**config.mk**
```make
export PLATFORM = sky130hd
export DESIGN_NAME = sweep_ctrl
export DESIGN_NICKNAME = d
export VERILOG_FILES = /design/src/rtl/sweep_ctrl.sv
export SDC_FILE = /design/constraint.sdc
export NUM_CORES = 1
export LEC_CHECK = 0
export ABC_AREA = 1
export ABC_CLOCK_PERIOD_IN_PS = 2700
export CORE_ASPECT_RATIO = 1.4
export CORE_UTILIZATION = 49
export CTS_BUF_LIST = sky130_fd_sc_hd__clkbuf_4 sky130_fd_sc_hd__clkbuf_8
export CTS_CLUSTER_SIZE = 40
export DETAILED_ROUTE_END_ITERATION = 16
export PLACE_DENSITY_LB_ADDON = 0.1
export RECOVER_POWER = 25
export SLEW_MARGIN = 10
export SYNTH_ARGS = -nofsm -noshare
export SYNTH_HDL_FRONTEND = slang
export SYNTH_SLANG_ARGS = --single-unit
```
**constraint.sdc**
```tcl
create_clock -name clk -period 2.7 [get_ports clk]
set_input_delay 0.405 -clock clk [delete_from_list [all_inputs] [get_ports clk]]
set_output_delay 0.405 -clock clk [all_outputs]
set_load 0.01 [all_outputs]
```
**src/rtl/sweep_ctrl.sv**
```systemverilog
// Triangle sweep sequencer for an up/down counter: lo->hi->lo, n passes.
// Optional sawtooth mode when SWEEP_SAW_EN is defined.
module sweep_ctrl #(
  parameter int WIDTH   = 8,
  parameter int SWEEP_W = 4
) (
  input  logic               clk,
  input  logic               clr,
  input  logic               start,
  input  logic [WIDTH-1:0]   lo,
  input  logic [WIDTH-1:0]   hi,
  input  logic [SWEEP_W-1:0] n_sweeps,
  input  logic               pause,
  input  logic               abort,
`ifdef SWEEP_SAW_EN
  input  logic               saw,
`endif
  output logic [WIDTH-1:0]   count,
  output logic               mode,
  output logic               busy,
  output logic               done,
  output logic               err,
  output logic [SWEEP_W-1:0] sweep_cnt
);

  typedef enum logic [1:0] {
    IDLE,
    UP,
    DOWN,
    DONE
  } state_t;

  state_t             state_q, state_d;
  logic [WIDTH-1:0]   count_q, count_d;
  logic [WIDTH-1:0]   lo_q, lo_d;
  logic [WIDTH-1:0]   hi_q, hi_d;
  logic [SWEEP_W-1:0] n_q, n_d;
  logic [SWEEP_W-1:0] sc_q, sc_d;
  logic [SWEEP_W-1:0] sc_inc;
  logic               mode_q, mode_d;
  logic               err_q, err_d;
  logic               accept;
  logic               last;
  logic               saw_q;

  assign accept = (state_q == IDLE) && start && (lo < hi);
  assign sc_inc = sc_q + 1'b1;
  assign last   = (n_q != '0) && (sc_inc == n_q);

`ifdef SWEEP_SAW_EN
  // Waveform shape is fixed for the whole run once the start is taken
  always_ff @(posedge clk or posedge clr) begin
    if (clr) begin
      saw_q <= 1'b0;
    end else if (accept) begin
      saw_q <= saw;
    end
  end
`else
  assign saw_q = 1'b0;
`endif

  // State register
  always_ff @(posedge clk or posedge clr) begin
    if (clr) begin
      state_q <= IDLE;
    end else begin
      state_q <= state_d;
    end
  end

  // Next-state and datapath updates; abort outranks pause
  always_comb begin
    state_d = state_q;
    count_d = count_q;
    mode_d  = mode_q;
    sc_d    = sc_q;
    lo_d    = lo_q;
    hi_d    = hi_q;
    n_d     = n_q;
    err_d   = 1'b0;
    unique case (state_q)
      IDLE: begin
        if (start) begin
          if (lo < hi) begin
            lo_d    = lo;
            hi_d    = hi;
            n_d     = n_sweeps;
            count_d = lo;
            sc_d    = '0;
            mode_d  = 1'b1;
            state_d = UP;
          end else begin
            err_d = 1'b1;
          end
        end
      end
      UP: begin
        if (abort) begin
          state_d = IDLE;
        end else if (!pause) begin
          if (count_q < hi_q) begin
            count_d = count_q + 1'b1;
          end else if (saw_q) begin
            sc_d    = sc_inc;
            count_d = lo_q;
            state_d = last ? DONE : UP;
          end else begin
            count_d = hi_q - 1'b1;
            mode_d  = 1'b0;
            state_d = DOWN;
          end
        end
      end
      DOWN: begin
        if (abort) begin
          state_d = IDLE;
        end else if (!pause) begin
          if (count_q > lo_q) begin
            count_d = count_q - 1'b1;
          end else begin
            sc_d = sc_inc;
            if (last) begin
              state_d = DONE;
            end else begin
              count_d = lo_q + 1'b1;
              mode_d  = 1'b1;
              state_d = UP;
            end
          end
        end
      end
      DONE: begin
        state_d = IDLE;
      end
      default: begin
        state_d = IDLE;
      end
    endcase
  end

  // Datapath registers
  always_ff @(posedge clk or posedge clr) begin
    if (clr) begin
      count_q <= '0;
      mode_q  <= 1'b1;
      sc_q    <= '0;
      lo_q    <= '0;
      hi_q    <= '0;
      n_q     <= '0;
      err_q   <= 1'b0;
    end else begin
      count_q <= count_d;
      mode_q  <= mode_d;
      sc_q    <= sc_d;
      lo_q    <= lo_d;
      hi_q    <= hi_d;
      n_q     <= n_d;
      err_q   <= err_d;
    end
  end

  assign count     = count_q;
  assign mode      = mode_q;
  assign busy      = (state_q == UP) || (state_q == DOWN);
  assign done      = (state_q == DONE);
  assign err       = err_q;
  assign sweep_cnt = sc_q;

endmodule

```
==> impl_metrics.toml <==
[sta]
rsz0062_at_grt = "no"
layout_setup_ws_ns = 0.3546
fmax_mhz = 426.4
period_share_pct = 86.87
slew_headroom_pct = 36.44
fin_setup_tns_ns = 0
setup_viol = 0
drv_slew = 0
skew_ns = 0.01180
hold_viol = 0
tightest_slew_ns = 0.9534
period_needed_ns = 2.345
fin_hold_ws_ns = 0.4656

[cts]
cts_resized = 0
clkSinkCount = 36
path_clk_slew_ns = 0.08
cts_setup_buffers = 0
cts_tree = "done"
cts_buffer_depth = 2
cts_buffers = 5
cts-hold-fix-buffers = 0
htree_levels = 2
clk_latency_ns = 0.30
cts_root_buffer = "clkbuf_8"

[route]
vias_per_cell = 5.267
drc_errors = 0
wl_per_cell_microns = 14.40
via_count = 3076
routed_wl_microns = 8408
ant_nets = 0
first_iter_violations = 123
first_pass_iters = 4

[layout]
final_cell_count_no_fill = 584
drive_gt1_share_pct = 7.031
layout_commonest_cell = "nand2_1"
postLayoutCoreUtil_pct = 61.08
nNetsFinal = 568
area_growth_pct = 19.94
final_cell_mix = "nand2_1, inv_1, nand3_1"
fin_area_sq_um = 3794
antenna_cells = 0
nFillCells = 635

[synth]
synth_compound_gate_area_share_pct = 7.437
netlist_top_cells_area = "dfrtp_1, nand2_1, ha_1"
syn_inst = 467
ys_types = 33
synth.mux.area_fraction_pct = 0
syn_nets = 524
synth_top_family_by_area = "simple AND/OR/NAND/NOR gates"
synthAdderAreaFrac_pct = 12.66
seq_area_frac_synth_pct = 28.52
synthXorXnorAreaFrac_pct = 4.984
synth_area_sq_um = 3163
avgSynthCellArea_sq_um = 6.773
synth-warning-count = 0
synth_area_leader_cell = "dfrtp_1"
synth-seq-cells = 36
synth_top_area_share_pct = 27.69
synthSimpleGateAreaFrac_pct = 37.06

[global_routing]
antenna_found_initial = 0
gr-usage-all-layers_pct = 26.39
grt_pass1_wl_microns = 14230
grt_pass1_vias = 3108
overflow = 0
grt_max_degree = 37

[placement]
dp_cells = 576
postPlaceCellArea_sq_um = 3670
place_congestion = 0.9397
io_buffer_count = 40
hpwl_microns = 6571
place_ws_ns = 0.2185

[pwr]
vdd_drop_max_mv = 0.8624
p_total_mw = 4.668
leakagePower_nw = 1.998
p_per_area_nw_per_um2 = 1230

[die]
start_util_pct = 50.93
fp.dieW_microns = 69.91
num_rows = 34
core_sq_um = 6211
die-area_sq_um = 6785
ioPinCount = 41
die_y_microns = 97.07

[critical_path]
start_kind = "flop"
endpoint_kind = "primary output"
cp.required_ns = 2.30
worstPathMaxFanout = 10
arrival_ns = 1.94
worstSetupPathType = "flop to primary output"

[job]
max-cap-violations = 0

[status]
outcome = "completed"

[min_path]
hold_class = "flop to flop"
[final timing paths]
| path | start | end | slack (ns) | depth (start not counted) |
|---|---|---|---|---|
| hold / removal | mode | mode | 0.47 | 2 |
| min in group asynchronous | clr | err | 0.83 | 3 |
| hold reg to reg | mode | mode | 0.47 | 2 |
| setup / recovery | state_q[1] | busy | 0.35 | 3 |
| setup reg to reg | count[6] | state_q[1] | 0.45 | 10 |
| max in group asynchronous | clr | hi_q[5] | 1.27 | 3 |
[synthesized netlist by cell type]
master,instances
nand4_4,1
nand2_4,3
clkinv_1,1
or2_4,1
buf_1,1
dfrtp_1,35
inv_8,1
nor3_1,4
nand2_2,5
or2_1,1
ha_1,32
a21oi_1,19
o21a_1,2
o21ai_1,9
buf_2,4
nand3_1,59
a21o_1,1
nand4_1,4
a21boi_1,1
nor2_2,2
inv_1,60
dfstp_2,1
inv_2,1
xor2_1,13
clkbuf_1,6
nor2_1,29
xnor2_1,5
nand2_1,147
nand3b_1,1
clkbuf_2,1
nor2_8,1
nand3_2,3
o21ai_0,13
[sequential cells by signal, summed over array words and instances, names as in the netlist]
| register | count |
|---|---|
| n_q | 4 |
| lo_q | 8 |
| mode | 1 |
| state_q | 2 |
| err | 1 |
| hi_q | 8 |
| sweep_cnt | 4 |
| count | 8 |
[per-layer routing]
metal / up-vias / track usage [%] / share of wire (%)
li1: 1568 / - / -
met1: 1393 / 29.62 / 40
met2: 91 / 47.49 / 52
met3: 24 / 3.942 / 4.1
met4: 0 / 13.38 / 4.0
met5: - / 0 / 0
[layout make-up]
class | count | area (sq um) | area share (%)
Sequential cell | 36 | 902.1 | 23.78
Tap cell | 72 | 90.09 | 2.375
Inverter | 63 | 244.0 | 6.431
Timing Repair Buffer | 49 | 465.4 | 12.27
Clock buffer | 7 | 96.34 | 2.540
Clock inverter | 1 | 30.03 | 0.7916
Multi-Input combinational cell | 356 | 1966 | 51.81
[cell families after synthesis]
logic type,Yosys count
xor+xnor,18
flops,36
buf+inv,75
simple gates,261
compound gates,45
fa+ha+maj,32
[critical path, cell delays in order (launching register included)]
cell and delay, ns:
dfrtp_1 0.40, inv_1 0.09, ha_1 0.54, clkdlybuf4s50_1 0.61
[power breakdown]
part	total (mW)	switching, mW	leakage, nW	internal (mW)
Clock	0.538	0.212	0.0645	0.326
Sequential	1.05	0.262	0.442	0.790
Combinational	3.08	1.90	1.49	1.17
Total	4.67	2.38	2.00	2.29
Power figures use the tool's default switching activity.
